<file path="src/rtl/thcomp_ctrl_pkg.sv">
// Shared constants and state encoding for the threshold-comparator sequencer.
package thcomp_ctrl_pkg;

  localparam int unsigned ThcompMsb      = 15;
  localparam int unsigned ThcompFoundBit = ThcompMsb;
  localparam int unsigned ThcompIdxLsb   = 0;

  typedef enum logic [2:0] {
    StIdle,
    StSearch,
    StPeak,
    StReport,
    StHold
  } thcomp_state_e;

endpackage

</file>
<file path="src/rtl/thcomp_peak_tracker.sv">
// Holds the running peak magnitude and its sample index for the current window.
module thcomp_peak_tracker #(
  parameter int unsigned MagW = 16,
  parameter int unsigned IdxW = 12
) (
  input  logic            clk,
  input  logic            rst_n,
  input  logic            clr,
  input  logic            load,
  input  logic            update,
  input  logic [MagW-1:0] mag,
  input  logic [IdxW-1:0] idx,
  output logic [MagW-1:0] peak_mag,
  output logic [IdxW-1:0] peak_idx
);

  logic [MagW-1:0] peak_mag_q, peak_mag_d;
  logic [IdxW-1:0] peak_idx_q, peak_idx_d;

  always_comb begin
    peak_mag_d = peak_mag_q;
    peak_idx_d = peak_idx_q;
    if (clr) begin
      peak_mag_d = '0;
      peak_idx_d = '0;
    end else if (load) begin
      peak_mag_d = mag;
      peak_idx_d = idx;
    end else if (update && (mag > peak_mag_q)) begin
      // Strict compare: a tie keeps the earlier sample.
      peak_mag_d = mag;
      peak_idx_d = idx;
    end
  end

  always_ff @(posedge clk) begin
    if (!rst_n) begin
      peak_mag_q <= '0;
      peak_idx_q <= '0;
    end else begin
      peak_mag_q <= peak_mag_d;
      peak_idx_q <= peak_idx_d;
    end
  end

  assign peak_mag = peak_mag_q;
  assign peak_idx = peak_idx_q;

endmodule

</file>
<file path="src/rtl/thcomp_ctrl.sv">
// Threshold-comparator sequencer: search for a crossing, track the peak over a window,
// write the result word to THCOMPREG, then blank for a holdoff period.
module thcomp_ctrl
  import thcomp_ctrl_pkg::*;
#(
  parameter int unsigned MSB     = ThcompMsb,
  parameter int unsigned IDX_W   = 12,
  parameter int unsigned WINDOW  = 16,
  parameter int unsigned HOLDOFF = 64,
  parameter int unsigned TIMEOUT = 4095
) (
  input  logic         clk,
  input  logic         rst_n,
  input  logic         start,
  input  logic         abort,
  input  logic [MSB:0] threshold,
  input  logic         corr_valid,
  input  logic [MSB:0] corr_mag,
  output logic         thcomp_we0,
  output logic [MSB:0] thcomp_reg_data_in0,
  output logic         thcomp_busy,
  output logic         thcomp_sync_found,
  output logic [MSB:0] thcomp_peak_mag
);

  if (IDX_W > MSB) begin : g_bad_idx_w
    $error("thcomp_ctrl: IDX_W must not exceed MSB");
  end

  localparam int unsigned WinW  = $clog2(WINDOW + 1);
  localparam int unsigned HoldW = (HOLDOFF > 1) ? $clog2(HOLDOFF) : 1;

  localparam logic [IDX_W-1:0] IdxTimeout = IDX_W'(TIMEOUT - 1);
  localparam logic [IDX_W-1:0] IdxMax     = '1;
  localparam logic [WinW-1:0]  WinLast    = WinW'(WINDOW);
  localparam logic [HoldW-1:0] HoldLast   = HoldW'((HOLDOFF > 0) ? HOLDOFF - 1 : 0);

  thcomp_state_e    state_q, state_d;
  logic [MSB:0]     thr_lat_q, thr_lat_d;
  logic [IDX_W-1:0] idx_q, idx_d;
  logic [WinW-1:0]  win_cnt_q, win_cnt_d;
  logic [HoldW-1:0] hold_cnt_q, hold_cnt_d;
  logic             found_q, found_d;
  logic [MSB:0]     peak_out_q, peak_out_d;

  logic             trk_clr, trk_load, trk_update;
  logic [MSB:0]     trk_peak_mag;
  logic [IDX_W-1:0] trk_peak_idx;

  thcomp_peak_tracker #(
    .MagW (MSB + 1),
    .IdxW (IDX_W)
  ) u_peak_tracker (
    .clk      (clk),
    .rst_n    (rst_n),
    .clr      (trk_clr),
    .load     (trk_load),
    .update   (trk_update),
    .mag      (corr_mag),
    .idx      (idx_q),
    .peak_mag (trk_peak_mag),
    .peak_idx (trk_peak_idx)
  );

  always_comb begin
    state_d             = state_q;
    thr_lat_d           = thr_lat_q;
    idx_d               = idx_q;
    win_cnt_d           = win_cnt_q;
    hold_cnt_d          = hold_cnt_q;
    found_d             = found_q;
    peak_out_d          = peak_out_q;
    trk_clr             = 1'b0;
    trk_load            = 1'b0;
    trk_update          = 1'b0;
    thcomp_we0          = 1'b0;
    thcomp_reg_data_in0 = '0;
    thcomp_sync_found   = 1'b0;

    if (abort) begin
      state_d = StIdle;
    end else begin
      unique case (state_q)
        StIdle: begin
          if (start) begin
            state_d    = StSearch;
            thr_lat_d  = threshold;
            idx_d      = '0;
            win_cnt_d  = '0;
            hold_cnt_d = '0;
            found_d    = 1'b0;
            trk_clr    = 1'b1;
          end
        end
        StSearch: begin
          if (corr_valid) begin
            if (corr_mag > thr_lat_q) begin
              // idx tracks the index of the next sample; TIMEOUT keeps this from wrapping.
              trk_load  = 1'b1;
              idx_d     = idx_q + 1'b1;
              win_cnt_d = WinW'(1);
              found_d   = 1'b1;
              state_d   = (WINDOW == 1) ? StReport : StPeak;
            end else if (idx_q == IdxTimeout) begin
              found_d = 1'b0;
              state_d = StReport;
            end else begin
              idx_d = idx_q + 1'b1;
            end
          end
        end
        StPeak: begin
          if (corr_valid) begin
            trk_update = 1'b1;
            idx_d      = (idx_q == IdxMax) ? idx_q : idx_q + 1'b1;
            win_cnt_d  = win_cnt_q + 1'b1;
            if (win_cnt_d == WinLast) begin
              state_d = StReport;
            end
          end
        end
        StReport: begin
          thcomp_we0               = 1'b1;
          thcomp_reg_data_in0[MSB] = found_q;
          if (found_q) begin
            thcomp_reg_data_in0[ThcompIdxLsb +: IDX_W] = trk_peak_idx;
            thcomp_sync_found = 1'b1;
            peak_out_d        = trk_peak_mag;
            hold_cnt_d        = '0;
            state_d           = (HOLDOFF == 0) ? StIdle : StHold;
          end else begin
            state_d = StIdle;
          end
        end
        StHold: begin
          if (corr_valid) begin
            if (hold_cnt_q == HoldLast) begin
              hold_cnt_d = '0;
              state_d    = StIdle;
            end else begin
              hold_cnt_d = hold_cnt_q + 1'b1;
            end
          end
        end
        default: state_d = StIdle;
      endcase
    end
  end

  always_ff @(posedge clk) begin
    if (!rst_n) begin
      state_q    <= StIdle;
      thr_lat_q  <= '0;
      idx_q      <= '0;
      win_cnt_q  <= '0;
      hold_cnt_q <= '0;
      found_q    <= 1'b0;
      peak_out_q <= '0;
    end else begin
      state_q    <= state_d;
      thr_lat_q  <= thr_lat_d;
      idx_q      <= idx_d;
      win_cnt_q  <= win_cnt_d;
      hold_cnt_q <= hold_cnt_d;
      found_q    <= found_d;
      peak_out_q <= peak_out_d;
    end
  end

  assign thcomp_busy     = (state_q != StIdle);
  assign thcomp_peak_mag = peak_out_q;

endmodule

</file>
<file path="config.mk">
export PLATFORM = sky130hd
export DESIGN_NAME = thcomp_ctrl
export DESIGN_NICKNAME = d
export VERILOG_FILES = /design/src/rtl/thcomp_ctrl_pkg.sv /design/src/rtl/thcomp_peak_tracker.sv /design/src/rtl/thcomp_ctrl.sv
export SDC_FILE = /design/constraint.sdc
export NUM_CORES = 1
export LEC_CHECK = 0
export ABC_AREA = 1
export CORE_MARGIN = 1
export CORE_UTILIZATION = 50
export DETAILED_ROUTE_END_ITERATION = 8
export PLACE_DENSITY = 0.74
export SLEW_MARGIN = 25
export SYNTH_ARGS = -nofsm -noshare
export SYNTH_HDL_FRONTEND = slang
export SYNTH_SLANG_ARGS = --single-unit
</file>
<file path="constraint.sdc">
create_clock -name clk -period 2.4 [get_ports clk]
set_clock_uncertainty 0.05 [all_clocks]
set_input_delay 0.6 -clock clk [delete_from_list [all_inputs] [get_ports clk]]
set_output_delay 0.6 -clock clk [all_outputs]
set_load 0.005 [all_outputs]
</file>
==> results.toml <==
[synth]
synthXorXnorAreaFrac = 0.0131
synth_cell_types = 36
avgSynthCellArea_um2 = 7.02
synth_simple_gate_area_share = 0.221
synthMuxAreaShare = 0
yosys.area.top_type_share = 0.373
synth_top_area_cell = "dfxtp_1"
ys_ff_latch = 87
yosysSeqAreaShare = 0.373
synth_area_um2 = 4670
syn_inst = 665
synthAdderAreaFrac = 0.0991
synth_top_family_by_area = "simple AND/OR/NAND/NOR gates"
synth_compound_area_frac = 0.188
synth_warnings = 0
synth_area_leaders = "dfxtp_1, ha_1, nor2_1, a21oi_1, inv_1"

[critical_path]
arrival_ns = 1.80
startpoint_type = "flip-flop"
reg2reg_to = "u_peak_tracker.peak_idx[11]$_SDFFE_PP0P_"
cp.required_ns = 1.75
cp_max_fo = 5
rrSetupSlack_ns = 0.21
ff2ff_path_depth = 7
r2r_start = "state_q[1]$_SDFFE_PP0P_"
path_class = "reg2out"
cp-end-kind = "primary output"

[drt]
remaining_drc_errors = 0
wl_met3_um = 470
first_pass_iters = 4
vias = 4583
routed.top_layer = "met4"
dr_wl_met2_um = 5820
wire_per_inst_um = 13.1
first_iter_violations = 161
postRouteAntennaNets = 0
drt_wl_total_um = 11700
via_per_inst = 5.16
wl_met1_um = 5240

[timing]
maxSlewViolCount = 0
rsz0062_at_grt = "yes"
setup_slack_ns = -0.0464
tightest_slew_ns = 1.15
hold_viol_final = 0
setup_viol_count_final = 5
finalCritPeriodShare = 1.02
timing.hold.ws_ns = 0.415
max_slew_margin = 0.232
period_minus_slack_ns = 2.45
clock.fmax_mhz = 409

[run_status]
outcome = "finished with violations"
violations = "negative setup slack"

[placement]
dp_hpwl_um = 8250
place_ws_ns = -0.483
io_buffer_count = 68
dpl_cell_area_um2 = 5700
place.gp.congestion = 0.881

[cells_and_area]
final_core_util = 0.706
diodes = 0
final_nets = 850
drive_above_1_share = 0.197
seqCellArea_um2 = 1740
multi_input_area_um2 = 2700
finish.instance_area_um2 = 6270
area_growth_pct = 34.3
fillCellCount = 710

[power_and_ir_drop]
irDropWorstVdd_mv = 0.401
finalPower_mw = 3.89
power_density_nw_per_um2 = 621
p_leak_nw = 2.74

[floorplan]
io_pins = 72
initial_core_util = 0.525
row_count = 34
chipHeight_um = 98.7
core_area_um2 = 8890
die_w_um = 98.7
die_area_um2 = 9730

[cts]
h-tree-depth = 3
insertion_delay_ns = 0.37
cts_buffer_depth = 2
cts.sinks = 87
cts_made_buffers = 9
cts_hold_buffers = 0
root_buffer = "clkbuf_8"
cts_tree = "done"
clkTransAtPathRegs_ns = 0.09

[global_routing]
antenna_found_initial = 0
overflow = 0
grt_pass1_vias = 4457
track_usage = 0.251
grt_first_pass_wirelength_um = 19700
grt_max_degree = 51

[hold_path]
worstHoldEndpoint = "thr_lat_q[1]$_SDFFE_PN0P_"
min_path_cells = 2
hp-class = "reg2reg"
hold_start = "thr_lat_q[1]$_SDFFE_PN0P_"

[flow_run]
maxCapViolations = 0
==> worst max-delay path, cell delays in order, from the launching register on <==
cell and delay (ns):
dfxtp_2 0.35, nand2_2 0.06, inv_2 0.07, nand2_4 0.06
nor2_4 0.10, inv_2 0.05, nor2_4 0.20, clkinvlp_4 0.20
buf_6 0.16, nor2_4 0.06, buf_2 0.11
==> state kept, by name (all words and copies together) (netlist names) <==
name	flops
thcomp_peak_mag	16
thr_lat_q	16
u_peak_tracker.peak_mag	16
idx_q	12
u_peak_tracker.peak_idx	12
hold_cnt_q	6
win_cnt_q	5
state_q	3
found_q	1
==> cell type report <==
cell class              instances  area share
repair buffers                125       0.181
clock inverters                 6      0.0106
clock buffers                  10      0.0219
repair inverters                1     0.00120
well taps                     108      0.0215
flip-flops and latches         87       0.278
multi-input cells             461       0.430
inverters                      91      0.0558
==> per-stage QoR <==
step	setup TNS, ns	cells
2_1_floorplan	0	667
3_3_place_gp	-21.05	859
3_5_place_dp	-24.92	859
4_1_cts	-0.0358	888
5_1_grt	-0.851	889
6_report	-0.177	889
==> where the power goes <==
| part | switching (mW) | total (mW) | leakage, nW | internal [mW] |
|---|---|---|---|---|
| Sequential | 0.0921 | 1.66 | 0.708 | 1.57 |
| Clock | 0.553 | 1.07 | 0.107 | 0.517 |
| Combinational | 0.678 | 1.16 | 1.92 | 0.484 |
==> cell usage after synthesis <==
cell,number
a211oi_1,1
a21o_1,1
dfxtp_1,87
nand3_2,1
nand2_2,4
buf_6,3
xnor2_1,2
buf_4,4
nor2_2,3
clkbuf_1,14
buf_2,6
inv_1,85
inv_2,5
o21bai_1,1
o211ai_1,1
nand2_1,82
xor2_1,5
nand3_1,23
nand4_1,5
nor3_4,2
nor3b_1,1
a31oi_1,2
a21oi_1,82
ha_1,37
o21a_1,2
clkinv_2,1
a31oi_2,1
buf_1,1
nor2_1,114
o21ai_0,56
nor3_1,9
conb_1,1
o21ai_1,20
o21ai_2,1
o31ai_1,1
nor3_2,1
==> timing repair <==
action / 4_1_cts / 5_1_grt
pin swaps: 6 / 21
cloned: 1 / 0
resized for setup: 73 / 74
endpoints found under the setup margin: 43 / 65
setup buffers: 12 / 1
hold endpoints to repair: 0 / 0
==> placed cells by master, fill, tap and decap left out, drive strengths merged, types with 11 or more instances in the layout <==
cell and count:
a21oi 82, buf 70, clkbuf 11, clkdlybuf4s50 40
dfxtp 87, dlymetal6s2s 13, ha 37, inv 93
nand2 86, nand3 24, nor2 117, nor3 12
o21ai 77
==> layer usage <==
metal | global-route usage | vias to the layer above
met1 | 0.305 | 2100
met2 | 0.452 | 92
li1 | - | 2373
met4 | 0.0700 | 0
met5 | 0 | -
met3 | 0.0461 | 18
==> logic make-up (layout without fill, tap and decap cells) <==
kind of cell             count (synthesis)  after routing
AO/OA/AOI/OAI                          169            169
XOR/XNOR                                 7              7
adder cells (fa/ha/maj)                 37             37
buffers and inverters                  119            233
flip-flops                              87             87
other                                    1              3
AND/OR/NAND/NOR                        245            245
==> how the worst max path moves through the flow <==
stage	start	endpoint	slack (ns)	cells after the start
after detailed placement	corr_mag[15]	u_peak_tracker.peak_mag[2]$_SDFFE_PP0P_	-0.48	12
after global placement	corr_mag[15]	u_peak_tracker.peak_mag[2]$_SDFFE_PP0P_	-0.39	13
after CTS	state_q[0]$_SDFFE_PP0P_	thcomp_reg_data_in0[6]	-0.03	10
final	state_q[0]$_SDFFE_PP0P_	thcomp_reg_data_in0[0]	-0.05	10
after global routing	state_q[1]$_SDFFE_PP0P_	thcomp_reg_data_in0[5]	-0.12	10
after floorplan	corr_mag[15]	u_peak_tracker.peak_idx[0]$_SDFFE_PP0P_	0.35	11
Note: power is estimated with default switching activity, not from simulation.
